$ cat src/rtl/stopwatch_pkg.sv
// Shared types and constants for the MM:SS stopwatch control path.
// The autostop option is selected with the STOPWATCH_AUTOSTOP_EN macro.
package stopwatch_pkg;

  localparam int CLK_HZ = 100_000_000;
  localparam int TIME_W = 16;
  localparam logic [TIME_W-1:0] DEF_MAX_TIME = 16'h5959;
  localparam int DEF_HOLD_CYCLES = 2 * CLK_HZ;

  typedef enum logic [1:0] {
    IDLE    = 2'd0,
    RUNNING = 2'd1,
    PAUSED  = 2'd2,
    LAP     = 2'd3
  } sw_state_t;

  // The counter chain advances underneath a frozen lap display as well.
  function automatic logic is_counting(input sw_state_t s);
    return (s == RUNNING) || (s == LAP);
  endfunction

endpackage

$ cat src/rtl/stopwatch_ctrl_btn_edge.sv
// Rising-edge detector for a debounced button level.
// History resets to 1 so a button held through reset never yields a press.
module btn_edge (
  input  logic clk,
  input  logic rst_n,
  input  logic level,
  output logic press
);

  logic level_q;

  always_ff @(posedge clk or negedge rst_n) begin
    if (!rst_n) begin
      level_q <= 1'b1;
    end else begin
      level_q <= level;
    end
  end

  assign press = level & ~level_q;

endmodule

$ cat src/rtl/stopwatch_ctrl.sv
// Stopwatch control FSM: button presses to counter enable/clear, lap capture and display select.
// Define STOPWATCH_AUTOSTOP_EN to pause and flag at_max when the count reaches MAX_TIME.
import stopwatch_pkg::*;

module stopwatch_ctrl #(
  parameter int                 HOLD_CYCLES = stopwatch_pkg::DEF_HOLD_CYCLES,
  parameter int                 TIME_W      = stopwatch_pkg::TIME_W,
  parameter logic [TIME_W-1:0]  MAX_TIME    = stopwatch_pkg::DEF_MAX_TIME
) (
  input  logic              clk,
  input  logic              rst_n,
  input  logic              tick,
  input  logic              btn_start_stop,
  input  logic              btn_lap,
  input  logic              btn_clear,
  input  logic [TIME_W-1:0] time_in,
  output logic              count_en,
  output logic              count_clr,
  output logic [TIME_W-1:0] display_out,
  output logic [1:0]        state,
  output logic              at_max
);

  localparam int HOLD_W = $clog2(HOLD_CYCLES + 1);

  sw_state_t         state_q;
  logic              count_clr_q;
  logic [TIME_W-1:0] lap_reg;
  logic              at_max_q;
  logic [HOLD_W-1:0] hold_cnt;

  logic press_ss, press_lap, press_clr;
  logic p_clr, p_ss, p_lap;
  logic counting, hold_fire, auto_stop;

  btn_edge u_edge_ss (
    .clk   (clk),
    .rst_n (rst_n),
    .level (btn_start_stop),
    .press (press_ss)
  );

  btn_edge u_edge_lap (
    .clk   (clk),
    .rst_n (rst_n),
    .level (btn_lap),
    .press (press_lap)
  );

  btn_edge u_edge_clr (
    .clk   (clk),
    .rst_n (rst_n),
    .level (btn_clear),
    .press (press_clr)
  );

  // One action per cycle: clear beats start/stop beats lap, losers are dropped.
  assign p_clr = press_clr;
  assign p_ss  = press_ss & ~press_clr;
  assign p_lap = press_lap & ~press_clr & ~press_ss;

  assign counting  = is_counting(state_q);
  assign hold_fire = btn_start_stop && (hold_cnt == HOLD_W'(HOLD_CYCLES - 1));

`ifdef STOPWATCH_AUTOSTOP_EN
  assign auto_stop = tick & counting & (time_in == MAX_TIME);
`else
  assign auto_stop = 1'b0;
`endif

  // Saturating counter so a very long hold fires only once.
  always_ff @(posedge clk or negedge rst_n) begin
    if (!rst_n) begin
      hold_cnt <= '0;
    end else if (!btn_start_stop) begin
      hold_cnt <= '0;
    end else if (hold_cnt != HOLD_W'(HOLD_CYCLES)) begin
      hold_cnt <= hold_cnt + 1'b1;
    end
  end

  always_ff @(posedge clk or negedge rst_n) begin
    if (!rst_n) begin
      state_q     <= IDLE;
      count_clr_q <= 1'b0;
      lap_reg     <= '0;
      at_max_q    <= 1'b0;
    end else begin
      count_clr_q <= 1'b0;
      if (hold_fire) begin
        state_q     <= IDLE;
        count_clr_q <= 1'b1;
        at_max_q    <= 1'b0;
      end else if (auto_stop) begin
        state_q  <= PAUSED;
        at_max_q <= 1'b1;
      end else begin
        case (state_q)
          IDLE: begin
            if (p_clr) begin
              count_clr_q <= 1'b1;
            end else if (p_ss) begin
              state_q <= RUNNING;
            end
          end
          RUNNING: begin
            if (p_ss) begin
              state_q <= PAUSED;
            end else if (p_lap) begin
              state_q <= LAP;
              lap_reg <= time_in;
            end
          end
          LAP: begin
            if (p_ss) begin
              state_q <= PAUSED;
            end else if (p_lap) begin
              state_q <= RUNNING;
            end
          end
          PAUSED: begin
            if (p_clr) begin
              state_q     <= IDLE;
              count_clr_q <= 1'b1;
              at_max_q    <= 1'b0;
            end else if (p_ss && !at_max_q) begin
              state_q <= RUNNING;
            end
          end
          default: state_q <= IDLE;
        endcase
      end
    end
  end

  // Gate uses the pre-transition state, so a tick coinciding with a press follows the old state.
  assign count_en    = tick & counting & ~auto_stop;
  assign count_clr   = count_clr_q;
  assign display_out = (state_q == LAP) ? lap_reg : time_in;
  assign state       = state_q;
  assign at_max      = at_max_q;

endmodule
$ cat config.mk
export PLATFORM = sky130hd
export DESIGN_NAME = stopwatch_ctrl
export DESIGN_NICKNAME = d
export VERILOG_FILES = /design/src/rtl/stopwatch_pkg.sv /design/src/rtl/stopwatch_ctrl_btn_edge.sv /design/src/rtl/stopwatch_ctrl.sv
export SDC_FILE = /design/constraint.sdc
export NUM_CORES = 1
export LEC_CHECK = 0
export BUFFER_PORTS_ARGS = -buffer_cell sky130_fd_sc_hd__buf_2
export CORE_ASPECT_RATIO = 2
export CORE_MARGIN = 10
export CORE_UTILIZATION = 49
export CTS_CLUSTER_SIZE = 30
export DETAILED_ROUTE_END_ITERATION = 16
export GPL_ROUTABILITY_DRIVEN = 0
export GPL_TIMING_DRIVEN = 0
export PLACE_DENSITY = 0.74
export SLEW_MARGIN = 20
export SYNTH_ARGS = -nofsm -noshare
export SYNTH_HDL_FRONTEND = slang
export SYNTH_SLANG_ARGS = --single-unit
export TNS_END_PERCENT = 50
$ cat constraint.sdc
create_clock -name clk -period 2.69 [get_ports clk]
set_input_delay 0.269 -clock clk [delete_from_list [all_inputs] [get_ports clk]]
set_output_delay 0.269 -clock clk [all_outputs]
set_load 0.01 [all_outputs]
==> out/results.txt, run 1 <==
min-delay worst type: primary input to flop
num ports: 43
vias in the first global route: 2247
final total power: 2.02 mW
ys flop type: dfrtp_1
Remaining DRCs: 0
kind of critical path: flop to primary output
Synth cell types: 44
clock root cell: clkbuf_8
post-CTS sizing: 0
setup TNS: 0 ns
Cells after Synth: 260
Worst Setup Start Kind: flop
status: finished clean
final core occ: 0.581
dpl cells: 362
Initial Utilization: 0.507
R2R setup slack: 0.47 ns
required time worst endpoint: 2.42 ns
hold path cells: 1
PwrDens: 642 mW/mm²
Filler cells: 474
Inserted Diodes: 0
hpwl dp: 5060 µm
Layout Nets: 334
crit path DAT: 2.15 ns
Worst Hold Path EP: u_edge_lap.level_q
post-route ant nets: 0
RSZ-0062 raised after global routing: false
final max-slew violation count: 0
Clock Latency Late Sink: 0.31 ns
Layout Skew: 0.00521 ns
Cell Area, Synth: 0.00275 mm²
htree depth: 2
I/O Buffers: 41
# clock sinks: 50
Final Hold Violating Endpoints: 0
first-pass GRT wire length: 10600 µm
Worst-Margin Slew: 0.549 ns
DR vias/cell: 6.11
Die Footprint: 0.00919 mm²
max reg flops: 28
setup slack after layout: 0.269 ns
normalized max-slew margin: 0.629
MaxCap Viol Count: 0
most frequent cells in the layout: dfrtp_1, buf_2, mux2_2
Final setup violation count: 0
CTS Buf Count: 5
core area: 0.00542 mm²
reg2reg start: hold_cnt[15]
DR iter-0 viols: 103
post-route clock period utilization: 0.900
Synth area leaders: dfrtp_1, mux2_2, mux2_4
P_leak: 1.33 nW
EDFF count, synth: 0
cell count of the worst reg-to-reg path: 6
synthesized flop and latch total: 50
vias after detailed routing: 2266
layout cells sized above 1: 0.296
Reg area: 0.00125 mm²
Mean Syn Cell Area: 10.6 µm²
Global Route Usage Sum: 0.143
Max Root-Sink Buffers: 2
area grow syn2layout: 14.6%
leading cell type in the layout, fill and taps excluded: dfrtp_1
fin crit period: 2.42 ns
initial antenna violation count: 0
Synth area leader: dfrtp_1
ys async rst share: 1.00
routed length per instance: 17.6 µm
Max IR drop VDD: 0.506 mV
Finished Layout Cells: 371
Critical R2R Capture: lap_reg[13]
crit path max fanout: 10
post-synthesis sequential area ratio: 0.457
Setup WS pre-CTS: 0.471 ns
achievable frequency: 413 MHz
Net Count, Synth: 284
grt ovf: 0
CP Capture Type: primary output
Clock Pin Slew Worst Setup and Hold Paths: 0.08 ns
area of the multi-input gates: 0.00140 mm²
TritonCTS clock tree: built
Ys Warns: 0
Row Count: 38
largest net degree at the start of global routing: 29
Worst Min Path Start: btn_lap
First-pass DRT Iterations: 4
top cell type's share of synthesized area: 0.428
Routed WL: 6530 µm
die width: 73.0 µm
Die H: 126 µm
## synth_stat cells (2+ instances only)
library cell	count
a21oi_1	16
and2_1	5
and3_1	6
and4_1	4
buf_2	2
clkbuf_1	9
dfrtp_1	47
dfstp_2	3
ha_1	2
inv_1	8
mux2_2	22
mux2_4	10
mux2i_1	5
nand2_1	18
nand2b_1	4
nand3_1	12
nand4_1	9
nor2_1	10
nor2b_1	2
nor3_1	2
nor4_1	7
nor4b_1	2
o21ai_0	6
o31ai_1	10
or3_1	5
or4_1	10
xnor2_1	4
xor2_1	4
## what timing repair did
action / 4_1_cts / 5_1_grt
endpoints found under the hold margin: 21 / 0
buffers inserted: 0 / 0
hold buffers: 1 / 0
## how the worst max path moves through the flow
stage	from	endpoint	slack [ns]	depth (start not counted)
finish	state[0]	display_out[6]	0.27	5
CTS	state[0]	display_out[14]	0.19	5
global placement	hold_cnt[14]	lap_reg[8]	0.50	6
global route	state[0]	display_out[6]	0.12	5
floorplan	hold_cnt[13]	lap_reg[10]	0.76	5
detailed placement	hold_cnt[15]	lap_reg[13]	0.47	6
## cell type report
cell class | instances | area share
multi-input cells | 189 | 0.445
flip-flops and latches | 50 | 0.398
repair buffers | 43 | 0.0747
clock buffers | 8 | 0.0286
well taps | 60 | 0.0238
plain buffers | 13 | 0.0199
inverters | 8 | 0.00954
## stage by stage
| stage | instance area (µm²) | hold WS [ns] |
|---|---|---|
| 2_1_floorplan | 2750 | -0.0266 |
| 3_3_place_gp | 3030 | 0.385 |
| 3_5_place_dp | 3050 | 0.285 |
| 4_1_cts | 3150 | 0.0574 |
| 5_1_grt | 3150 | 0.0516 |
| 6_report | 3150 | 0.0674 |
## power by group
group          internal [mW]  switching [mW]
Clock                  0.210           0.235
Sequential             0.895          0.0699
Combinational          0.343           0.270
## per-layer routing
metal  vias up  track usage  part of all wire
met1      1112        0.136              0.36
met5         -            0                 0
met3        21       0.0432             0.063
met2        69        0.256              0.54
met4         0       0.0809             0.040
li1       1064            -                 -
## cell families after synthesis
| group | count (synthesis) | share of synthesized area |
|---|---|---|
| AO/OA/AOI/OAI | 39 | 0.0879 |
| XOR/XNOR | 8 | 0.0255 |
| adder cells (fa/ha/maj) | 2 | 0.00910 |
| buffers and inverters | 21 | 0.0337 |
| flip-flops | 50 | 0.457 |
| multiplexers | 37 | 0.163 |
| other | 1 | 0.00136 |
| AND/OR/NAND/NOR | 102 | 0.223 |
## worst max-delay path, stage by stage (launching register included)
cell and delay, ns:
dfrtp_1 0.38, clkbuf_1 0.18, nand2_1 0.28, clkbuf_1 0.46
mux2_2 0.40, buf_2 0.14
(Power assumes the default switching activity.)
==> inputs of run 2 (changes only) <==
--- a/config.mk
+++ b/config.mk
@@ -5,6 +5,7 @@
 export SDC_FILE = /design/constraint.sdc
 export NUM_CORES = 1
 export LEC_CHECK = 0
+export ABC_AREA = 1
 export BUFFER_PORTS_ARGS = -buffer_cell sky130_fd_sc_hd__buf_2
 export CORE_ASPECT_RATIO = 2
 export CORE_MARGIN = 10
@@ -14,7 +15,7 @@
 export GPL_ROUTABILITY_DRIVEN = 0
 export GPL_TIMING_DRIVEN = 0
 export PLACE_DENSITY = 0.74
-export SLEW_MARGIN = 20
+export RECOVER_POWER = 50
 export SYNTH_ARGS = -nofsm -noshare
 export SYNTH_HDL_FRONTEND = slang
 export SYNTH_SLANG_ARGS = --single-unit
==> out/results.txt, run 2 <==
status: finished clean
most frequent cells in the layout: nand2_1, nor2_1, dfrtp_1
die width: 74.8 µm (+2.5%)
top cell type's share of synthesized area: 0.400 (-0.0279)
grt ovf: 0 (unchanged)
area grow syn2layout: 14.2%
final max-slew violation count: 0 (unchanged)
TritonCTS clock tree: built
DR iter-0 viols: 178 (+73%)
post-route clock period utilization: 0.818 (-0.0821)
crit path max fanout: 10 (unchanged)
main combinational cell family by area after synthesis: simple AND/OR/NAND/NOR gates
CTS Buf Count: 5 (unchanged)
P_leak: 1.62 nW (+22%)
htree depth: 2 (unchanged)
clock power share: 0.291 (+0.071)
CP Capture Type: primary output
Max Root-Sink Buffers: 2 (unchanged)
synthesized flop and latch total: 50 (unchanged)
normalized max-slew margin: 0.140 (-0.488)
DR vias/cell: 5.23 (-14%)
I/O Buffers: 41 (unchanged)
synth cell count leaders: nand2_1, nor2_1, dfrtp_1, inv_1, nand3_1
slowest CP cell: dfrtp_1
largest net degree at the start of global routing: 51 (+76%)
Initial Utilization: 0.511 (+0.00349)
Ys Warns: 0 (unchanged)
post-synthesis compound-gate area fraction: 0.0340 (-0.0538)
crit-path cells: clkbuf_1 > nand2_1 > buf_2 > mux2_2 > buf_2
Cells after Synth: 395 (+52%)
Die Footprint: 0.00969 mm² (+5.4%)
achievable frequency: 455 MHz (+10%)
Global Route Usage Sum: 0.156 (+0.0132)
post-CTS sizing: 0 (unchanged)
Clock Pin Slew Worst Setup and Hold Paths: 0.07 ns (about the same)
Synth area leaders: dfrtp_1, nand2_1, nor2_1
ys async rst share: 1.00 (unchanged)
Mean Syn Cell Area: 7.44 µm² (-30%)
layout cells sized above 1: 0.198 (-0.0976)
setup TNS: 0 ns (unchanged)
Critical Path Most Common Cell: buf_2
EDFF count, synth: 0 (unchanged)
routed length per instance: 14.0 µm (-20%)
Final Hold Violating Endpoints: 0 (unchanged)
crit path DAT: 1.93 ns (-0.22 ns)
Post-CTS Setup Bufs: 0 (unchanged)
Max IR drop VDD: 0.358 mV (-29%)
Reg power frac: 0.437 (-0.040)
critical path's largest stage delay: 0.38 ns (-0.08 ns)
hpwl dp: 5360 µm (+6.0%)
num ports: 43 (unchanged)
power share of the combinational group: 0.272 (-0.031)
max reg flops: 28 (unchanged)
Inserted Diodes: 0 (unchanged)
Synth cell types: 33 (-25%)
required time worst endpoint: 2.42 ns (about the same)
Layout Nets: 467 (+40%)
Final setup violation count: 0 (unchanged)
post-synthesis adder-cell area fraction: 0.00851 (-0.000593)
Filler cells: 546 (+15%)
Int Power: 1.54 mW (+6.1%)
min-delay worst type: primary input to flop
post-route ant nets: 0 (unchanged)
fin crit period: 2.20 ns (-0.221 ns)
Remaining DRCs: 0 (unchanged)
setup slack after layout: 0.490 ns (+0.221 ns)
vias after detailed routing: 2639 (+16%)
Sw Share: 0.310 (+0.0260)
Layout Skew: 0.00699 ns (+0.00178 ns)
MaxCap Viol Count: 0 (unchanged)
Cell Area, Synth: 0.00294 mm² (+7.0%)
PwrDens: 663 mW/mm² (+3.3%)
simple-gate portion of the synthesized area: 0.382 (+0.159)
Clock Latency Late Sink: 0.29 ns (-0.02 ns)
post-synthesis sequential area ratio: 0.427 (-0.0297)
Row Count: 39 (+2.6%)
First-pass DRT Iterations: 4 (unchanged)
initial antenna violation count: 0 (unchanged)
most frequent cell after synthesis: nand2_1
leading cell type in the layout, fill and taps excluded: nand2_1
Net Count, Synth: 419 (+48%)
core area: 0.00576 mm² (+6.2%)
clock root cell: clkbuf_16
Setup WS pre-CTS: 0.826 ns (+0.355 ns)
Worst Setup Start Kind: flop
vias in the first global route: 2688 (+20%)
RSZ-0062 raised after global routing: false
Synth area leader: dfrtp_1
Die H: 130 µm (+2.9%)
multiplexer share of the synthesized area: 0.0613 (-0.102)
Worst-Margin Slew: 1.29 ns (+0.740 ns)
# clock sinks: 50 (unchanged)
Hold Buf Count CTS: 0 (-1)
xor and xnor area share after synthesis: 0.0149 (-0.0106)
ys flop type: dfrtp_1
kind of critical path: flop to primary output
P_sw: 691 µW (+20%)
first-pass GRT wire length: 11900 µm (+12%)
Routed WL: 7080 µm (+8.5%)
## run 2: changes by cell type after synthesis, sizes merged, moves of 11 or more
cell / delta
nor2: +67
nand2: +113
nand3: +25
inv: +28
or4: -11
mux2: -16
## run 2: metal layers
layer	wire length [µm]	GRT usage	share of wire	up-vias
met2	3880	0.293	0.55	65
met3	385	0.0405	0.054	16
met4	208	0.0807	0.029	0
met5	0	0	0	-
met1	2610	0.147	0.37	1227
li1	-	-	-	1331
## run 2: path summary, 6_finish.rpt
path,from,to,slack [ns],depth (start not counted)
max in group asynchronous,rst_n,hold_cnt[23],1.65,1
worst max register to register,hold_cnt[0],hold_cnt[27],0.82,7
worst min register to register,lap_reg[2],lap_reg[2],0.47,2
worst min-delay path,btn_lap,u_edge_lap.level_q,0.08,1
min in group asynchronous,rst_n,state[0],0.25,1
worst max-delay path,state[0],display_out[14],0.49,5
## run 2: power by group through the flow
stage          logic (mW)  registers, mW  clock network, mW
2_1_floorplan       0.411          0.975                  0
3_3_place_gp        0.609          0.978                  0
3_5_place_dp        0.624          0.986                  0
4_1_cts             0.627          0.974              0.667
5_1_grt             0.679          0.996              0.697
6_report            0.606          0.974              0.648
## run 2: kinds of logic after synthesis
family | count (synthesis)
AOI/OAI and AO/OA | 19
xor gates and xnor gates | 5
adders and majority gates | 2
buffers and inverters | 46
DFF | 50
muxes | 16
other | 1
and+or+nand+nor | 256
## run 2: per-stage QoR
step | total power, mW | util | instance area [µm²] | instances | hold slack, ns
2_1_floorplan | 1.39 | - | 2940 | 395 | -0.0266
3_3_place_gp | 1.59 | 0.560 | 3220 | 497 | 0.388
3_5_place_dp | 1.61 | 0.560 | 3220 | 497 | 0.389
4_1_cts | 2.27 | 0.586 | 3370 | 505 | 0.0796
5_1_grt | 2.37 | 0.583 | 3360 | 505 | 0.0773
6_report | 2.23 | 0.583 | 3360 | 505 | 0.0832
## run 2: critical path, delay by kind of cell (launching register included)
family                 cells  cell delay, ns
buffers and inverters      3            0.62
muxes                      1            0.37
DFF                        1            0.38
and+or+nand+nor            1            0.27
## run 2: layout make-up
class	count	area (µm²)	area share
plain buffers	9	68.8	0.0205
well taps	61	76.3	0.0227
clock buffers	6	139	0.0414
repair buffers	41	199	0.0592
clock inverters	2	12.5	0.00373
inverters	37	140	0.0417
multi-input cells	299	1470	0.437
flip-flops and latches	50	1250	0.374
